$ cat src/rtl/edge_pe_task_ctrl.sv
// Edge PE task receiver: accepts one task from the RS while idle, fetches
// num_edges words from PE-local edge memory, sums them and returns a record.
//
// Ports:
//   clk, reset            clock, synchronous active-high reset
//   task_valid/packet     task pulse from the RS; pe_idle says one can be taken
//   mem_req/addr/gnt      edge memory read request, addr = {base, k}
//   mem_rvalid/rdata      in-order read responses
//   done_valid/ready      completion handshake with done_packet/done_sum
//   err_overrun           sticky protocol error flag
module edge_pe_task_ctrl #(
    parameter int PKT_W   = 18,
    parameter int DATA_W  = 16,
    parameter int ACC_W   = 24,
    parameter int MAX_OUT = 4
) (
    input  logic              clk,
    input  logic              reset,
    input  logic              task_valid,
    input  logic [PKT_W-1:0]  task_packet,
    output logic              pe_idle,
    output logic              mem_req,
    output logic [14:0]       mem_addr,
    input  logic              mem_gnt,
    input  logic              mem_rvalid,
    input  logic [DATA_W-1:0] mem_rdata,
    output logic              done_valid,
    input  logic              done_ready,
    output logic [PKT_W-1:0]  done_packet,
    output logic [ACC_W-1:0]  done_sum,
    output logic              err_overrun
);

    localparam int OUT_W = $clog2(MAX_OUT) + 1;

    typedef enum logic [1:0] {
        S_IDLE,
        S_FETCH,
        S_DRAIN,
        S_DONE
    } state_e;

    state_e             state_q, state_d;
    logic               pe_idle_q, pe_idle_d;
    logic [PKT_W-1:0]   pkt_q, pkt_d;
    logic [ACC_W-1:0]   acc_q, acc_d;
    logic [7:0]         issued_q, issued_d;
    logic [7:0]         rcvd_q, rcvd_d;
    logic [OUT_W-1:0]   out_q, out_d;
    logic               err_q, err_d;

    logic               busy;
    logic               rx_fire;
    logic               can_issue;
    logic               grant;
    logic [7:0]         num_edges;
    logic [7:0]         new_edges;

    assign num_edges = {1'b0, pkt_q[6:0]};
    assign new_edges = {1'b0, task_packet[6:0]};
    assign busy      = (state_q == S_FETCH) || (state_q == S_DRAIN);

    // Responses only count while a fetch is in flight; anything arriving
    // in IDLE/DONE (e.g. stragglers from a task killed by reset) is dropped
    // silently.
    assign rx_fire   = busy && mem_rvalid && (out_q != '0);

    // A response retiring this cycle frees a slot, so a full window may
    // still issue when data comes back.
    assign can_issue = (state_q == S_FETCH)
                    && (issued_q < num_edges)
                    && ((out_q < OUT_W'(MAX_OUT)) || rx_fire);
    assign grant     = can_issue && mem_gnt;

    assign mem_req     = can_issue;
    assign mem_addr    = {pkt_q[PKT_W-1 -: 8], issued_q[6:0]};
    assign pe_idle     = pe_idle_q;
    assign done_packet = pkt_q;
    assign done_sum    = acc_q;
    assign err_overrun = err_q;

    always_comb begin
        state_d    = state_q;
        pkt_d      = pkt_q;
        err_d      = err_q;
        done_valid = 1'b0;
        issued_d   = issued_q + 8'(grant);
        rcvd_d     = rcvd_q + 8'(rx_fire);
        out_d      = out_q + OUT_W'(grant) - OUT_W'(rx_fire);
        acc_d      = rx_fire ? acc_q + ACC_W'(mem_rdata) : acc_q;

        if (task_valid && !pe_idle_q)
            err_d = 1'b1;
        if (busy && mem_rvalid && (out_q == '0))
            err_d = 1'b1;

        unique case (state_q)
            S_IDLE: begin
                if (task_valid) begin
                    pkt_d    = task_packet;
                    acc_d    = '0;
                    issued_d = '0;
                    rcvd_d   = '0;
                    out_d    = '0;
                    state_d  = (new_edges != 8'd0) ? S_FETCH : S_DONE;
                end
            end
            S_FETCH: begin
                if (grant && (issued_q + 8'd1 == num_edges))
                    state_d = S_DRAIN;
            end
            S_DRAIN: begin
                if (rx_fire && (rcvd_q + 8'd1 == num_edges))
                    state_d = S_DONE;
            end
            S_DONE: begin
                done_valid = 1'b1;
                if (done_ready)
                    state_d = S_IDLE;
            end
            default: state_d = S_IDLE;
        endcase

        pe_idle_d = (state_d == S_IDLE);
    end

    always_ff @(posedge clk) begin
        if (reset) begin
            state_q   <= S_IDLE;
            pe_idle_q <= 1'b1;
            pkt_q     <= '0;
            acc_q     <= '0;
            issued_q  <= '0;
            rcvd_q    <= '0;
            out_q     <= '0;
            err_q     <= 1'b0;
        end else begin
            state_q   <= state_d;
            pe_idle_q <= pe_idle_d;
            pkt_q     <= pkt_d;
            acc_q     <= acc_d;
            issued_q  <= issued_d;
            rcvd_q    <= rcvd_d;
            out_q     <= out_d;
            err_q     <= err_d;
        end
    end

endmodule
$ cat config.mk
export PLATFORM = sky130hd
export DESIGN_NAME = edge_pe_task_ctrl
export DESIGN_NICKNAME = d
export VERILOG_FILES = /design/src/rtl/edge_pe_task_ctrl.sv
export SDC_FILE = /design/constraint.sdc
export NUM_CORES = 1
export LEC_CHECK = 0
export ABC_AREA = 0
export CELL_PAD_IN_SITES_DETAIL_PLACEMENT = 0
export CELL_PAD_IN_SITES_GLOBAL_PLACEMENT = 1
export CORE_MARGIN = 2
export CORE_UTILIZATION = 36
export CTS_BUF_LIST = sky130_fd_sc_hd__clkbuf_16
export DETAILED_ROUTE_END_ITERATION = 10
export PLACE_DENSITY_LB_ADDON = 0.3
export SKIP_CTS_REPAIR_TIMING = 1
export SYNTH_ARGS = -nofsm -noshare
export SYNTH_HDL_FRONTEND = slang
export SYNTH_SLANG_ARGS = --single-unit
export TNS_END_PERCENT = 10
$ cat constraint.sdc
create_clock -name clk -period 3.8 [get_ports clk]
set_clock_uncertainty 0.1 [all_clocks]
set_input_delay 0.57 -clock clk [delete_from_list [all_inputs] [get_ports clk]]
set_output_delay 0.57 -clock clk [all_outputs]
set_load 0.03 [all_outputs]
# Word-level counts from Yosys, hierarchy flattened
# Index checks and enable logic that the tools add are counted.
# op_classes
order_cmp	2
mux	18
n_reduce_logical	19
n_eq_ne	5
addsub	7
# ops
operator	count
$mux W24	3
$mux W8	4
$add A24 B16 Y24	1
$add A8 B1 Y8	2
$add A8 B1 Y8 const B	2
$eq A8 B7 Y1	2
$mux W2	5
$logic_and A1 B1 Y1	9
$lt A8 B7 Y1	1
$pmux W2 S4	1
$reduce_bool A8 Y1	1
$mux W3	2
$eq A2 B2 Y1 const B	2
$logic_not A2 Y1	2
$add A3 B1 Y3	1
$logic_not A3 Y1	1
$lt A3 B3 Y1 const B	1
$mux W1	3
$reduce_bool A3 Y1	1
$sub A3 B1 Y3	1
$eq A2 B1 Y1 const B	1
$logic_or A1 B1 Y1	2
$reduce_and A2 Y1	1
$reduce_bool A2 Y1	1
$logic_not A1 Y1	1
# word_totals
wordCells	59
inputBits	40
out_inout_bits	61
register_bits	65

# Logic depth before layout (Yosys ltp)
# logic_depth
word_depth	11
mapped_depth	15
depth_no_buf	15

# Worst setup path after synthesis
# No wires, ideal clock.
# synth_timing
path_type	register to register
startpoint	register state_q[0]
endpoint	register out_q[2]
setup_time_ns	0.128
arrival_ns	2.907
path_slack_ns	0.665
path_stages_with_launch	16
period_less_slack_ns	3.135
cell_sequence	dfxtp_1 inv_1 ha_1 nand2_1 or2_1 inv_2 clkbuf_1 clkbuf_1 ha_1 inv_1 ha_1 inv_1 fa_1 xor2_1 xnor2_1 nor2_1
# synth_between
elab_chain_len	11
elab_cells_between_ends	14
classes_between	add/sub (2); eq/ne (2); mux (2); reduce/logical (8)
# synth_lines
item	line	rtl
start: declaration	43	state_e state_q, state_d;
start signal: assignment	138	state_q <= state_d;
$eq A2 B1 Y1 / $eq A2 B2 Y1 (equally long branches)	61, 70	
$logic_or A1 B1 Y1	61	assign busy = (state_q == S_FETCH) || (state_q == S_DRAIN);
$logic_and A1 B1 Y1 (2 in a row)	66	assign rx_fire = busy && mem_rvalid && (out_q != '0);
$logic_or A1 B1 Y1	72	&& ((out_q < OUT_W'(MAX_OUT)) || rx_fire);
$logic_and A1 B1 Y1	72	
$logic_and A1 B1 Y1	73	assign grant = can_issue && mem_gnt;
$add A3 B1 Y3	89	out_d = out_q + OUT_W'(grant) - OUT_W'(rx_fire);
$sub A3 B1 Y3	89	
$mux W3	99	if (task_valid) begin
$mux W3 (*)	97	unique case (state_q)
end signal: assignment	144	out_q <= out_d;
end: declaration	49	logic [OUT_W-1:0] out_q, out_d;
# Every way passes the cells marked *; elsewhere a longest branch is shown, timed or not.
# A chain may end at the register's enable or synchronous reset.

# Worst setup path in the final report
# layout_timing
startpoint	register pkt_q[1] (netlist: done_packet[1])
endpoint	output mem_req
# layout_between
elab_chain_len	3
# layout_lines
item	line	rtl
start: declaration	45	logic [PKT_W-1:0] pkt_q, pkt_d;
start signal: assignment	140	pkt_q <= pkt_d;
$lt A8 B7 Y1	71	&& (issued_q < num_edges)
$logic_and A1 B1 Y1	71	
$logic_and A1 B1 Y1	72	
end: declaration	22	output logic mem_req,
# Every way passes these cells.

==> metrics.md <==
| Metric | Value |
|---|---|
| CTS sink cnt | `between 60 and 70` |
| NetSw | `roughly 0.00084 W` |
| Async S/R FF share, synth | `0%` |
| Sw Ratio | `about a third` |
| Least-Margin Pin Slew | `0.6557 ns` |
| Critical R2R Capture | `out_q[2]` |
| Pwr dens | `around 450 mW/mm^2` |
| Core area | `0.01094 sq mm` |
| Max stage delay on crit path | `0.69 ns` |
| Main combinational cell family by area after synthesis | `simple AND/OR/NAND/NOR gates` |
| Main flop type after synthesis | `dfxtp_1` |
| Grt total ovfl | `0` |
| 1st-pass router iterations | `4` |
| Setup violators final | `0` |
| Compound-Gate Fraction of Synth Area | `16.56%` |
| Routed wire per std cell | `roughly 14 um` |
| Cts bufs inserted | `9` |
| Largest fanout on the critical path | `5` |
| GPL Wtd Cong | `0.8325` |
| Worst flop-to-flop path startpoint | `done_packet[1]` |
| CTS tree | `done` |
| Vias in the first global route | `3,431` |
| Worst setup path start | `done_packet[1]` |
| Final Max Tran Viols | `0` |
| Normalized max-slew margin | `56.12%` |
| Hpwl dp | `7.891 mm` |
| Global-route wire length before repair | `16.59 mm` |
| Synth Warn # | `0` |
| Post-Synth Simple-Gate Area | `between 20% and 30%` |
| Total GRT Usage | `17.59%` |
| Crit. End Element | `output pin` |
| CP startpoint kind | `register` |
| Worst-case vdd ir drop | `between 0.0002 and 0.0003 V` |
| Sequential share of power | `33.5%` |
| Area Overhead vs Synth | `33.18%` |
| Metal2 WL | `5.054 mm` |
| Hold WS | `between 0.3 and 0.4 ns` |
| Die Wd | `110.4 um` |
| Clk network pwr share | `32.6%` |
| Register area share after synthesis | `31.95%` |
| Worst Setup Path Type | `register to output pin` |
| Vias per Instance | `5.031` |
| Total Power | `0.002425 W` |
| Ports | `101` |
| Filler cell count | `1,103` |
| Layout cells sized above 1 | `5.201%` |
| Synth Area in XOR/XNOR | `9.892%` |
| Largest net degree at the start of global routing | `23` |
| Run status | `completed` |
| Met3 Wirelength | `~470 um` |
| Initial drt markers | `203` |
| Max Clk Rate | `around 310 MHz` |
| Unrepaired setup endpoints after global routing | `false` |
| Floorplan row count | `38` |
| Req. time, crit path | `~3.1 ns` |
| Remaining DRCs | `0` |
| DR vias | `between 3,000 and 4,000` |
| DR top layer | `met4` |
| P_int | `0.001581 W` |
| Syn_nets | `582` |
| Synth Area in Adders | `12.04%` |
| Post-Place Cells | `slightly above 700` |
| Buf+Inv Stages, Crit Path | `2` |
| Clock Latency Late Sink | `approximately 0.34 ns` |
| Lkg Pwr | `2.105 nW` |
| Commonest non-fill, non-tap cell in the layout | `clkdlybuf4s50_1` |
| Fin nets | `669` |
| Gate power share | `34.0%` |
| Remaining antenna violation count after routing | `0` |
| Hold Path Class | `register to register` |
| CP endpoint | `mem_req` |
| Reg-to-reg setup timing slack | `about 0.66 ns` |
| M1 wire length | `4.844 mm` |
| Cell variety after synth | `between 50 and 60` |
| Post-synth EDFFs | `0` |
| PortBufs | `100` |
| Die area | `roughly 0.012 sq mm` |
| Mux share of post-synthesis cell area | `0%` |
| CP Cell Sequence | `inv_1 > ha_1 > nor2b_1 > o31ai_1 > a21oi_1 > nor2_1 > clkdlybuf4s50_1` |
| Synthesized area per cell | `8.081 sq um` |
| Root Buffer | `clkbuf_16` |
| Maximum capacitance violations | `0` |
| H-tree depth | `3` |
| Final Critical Period | `3.200 ns` |
| Max Root-Sink Buffers | `2` |
| Fin. Hold Viols | `0` |
| Reg2Reg Depth | `15` |
| Reg clk slew, reported paths | `roughly 0.050 ns` |
| Mapped Cells | `504` |
| Synth Cell Area | `0.004073 sq mm` |
| Starting Density | `37.24%` |
| FF+latch count, synth | `65` |
| Initial antenna violation count | `0` |
| Most frequent cells in the layout | `clkdlybuf4s50_1, nand2_1, dfxtp_1` |
| Crit-path slowest cell | `clkdlybuf4s50_1` |
| Final setup TNS | `0 ns` |
| Crit path depth | `7` |
| Height of the die | `110.4 um` |
| Final WL | `10.47 mm` |
| Tcrit/Tclk final | `84.21%` |
| Crit-path leading delay family | `buffers and inverters` |
| WP data arrival | `2.53 ns` |
| Non-Filler Instances | `736` |
| # diodes | `0` |
==> worst min-delay path: cells and delay by family (launching register included) <==
family / cells / cell delay [ns]
simple gates: 1 / 0.05
flops: 1 / 0.30
compound gates: 1 / 0.05
==> logic make-up (layout without fill, tap and decap cells) <==
group / count (synthesis) / in the layout
flops: 65 / 65
compound gates: 108 / 108
buf+inv: 60 / 152
fa+ha+maj: 38 / 38
simple gates: 187 / 187
xor+xnor: 46 / 46
==> layout make-up <==
type	instances	area, sq um	share of cell area [%]
Clock buffer	9	225.2	4.152
Clock inverter	7	53.80	0.9919
Inverter	24	90.09	1.661
Multi-Input combinational cell	379	2487	45.86
Sequential cell	65	1301	23.99
Tap cell	140	175.2	3.230
Timing Repair Buffer	112	1091	20.12
==> how the worst min path moves through the flow <==
stage | start | to | depth (start not counted)
after CTS | done_packet[7] | done_packet[7] | 2
after global placement | done_packet[7] | done_packet[7] | 2
after global routing | done_packet[7] | done_packet[7] | 2
after detailed placement | done_packet[9] | done_packet[9] | 2
final | done_packet[7] | done_packet[7] | 2
after floorplan | out_q[2] | out_q[2] | 2
==> through the flow <==
step           utilization, %  area, sq um  setup WS, ns
2_1_floorplan               -         4073        0.6654
3_5_place_dp            47.05         5145        0.6274
3_3_place_gp            47.05         5145        0.6386
4_1_cts                 49.60         5424        0.5616
5_1_grt                 49.60         5424        0.4019
6_report                49.60         5424        0.6000
==> flip-flops by register name (all words and copies together), names as in the netlist <==
register,cells
done_packet,18
done_sum,24
state_q,2
issued_q,8
pe_idle,1
out_q,3
rcvd_q,8
err_overrun,1
==> synthesized netlist by cell type, types with 3 or more instances <==
cell type	n	area share, %
inv_1	23	2.1
a21o_1	4	0.74
nor2_1	36	3.3
a21oi_1	49	6.0
buf_4	15	2.8
xor2_1	24	5.2
nor4_1	6	0.92
xnor2_1	22	4.7
ha_1	36	11
o21ai_0	15	1.8
o31ai_1	3	0.55
nand2_1	67	6.2
nor2b_1	4	0.61
or3_1	5	0.77
nand4_1	6	0.92
a31oi_1	5	0.77
and3_1	7	1.1
o21bai_1	3	0.55
a211oi_1	3	0.55
nor3_1	6	0.74
clkbuf_1	17	1.6
dfxtp_1	65	32
o21a_1	4	0.74
nand3_1	21	2.6
and2_1	12	1.8
==> power by group through the flow <==
stage | Combinational [W] | Clock, W | Sequential (W)
4_1_cts | 0.000835 | 0.000817 | 0.000812
6_report | 0.000824 | 0.000790 | 0.000811
5_1_grt | 0.000910 | 0.000841 | 0.000821
3_3_place_gp | 0.000821 | 0 | 0.000824
3_5_place_dp | 0.000831 | 0 | 0.000827
2_1_floorplan | 0.000447 | 0 | 0.000908
==> per-layer routing <==
| layer | vias to the layer above | global-route usage [%] |
|---|---|---|
| li1 | 1918 | - |
| met1 | 1708 | 22.98 |
| met4 | 0 | 4.554 |
| met3 | 8 | 5.409 |
| met2 | 69 | 28.22 |
| met5 | - | 0 |
(Power assumes the default switching activity.)
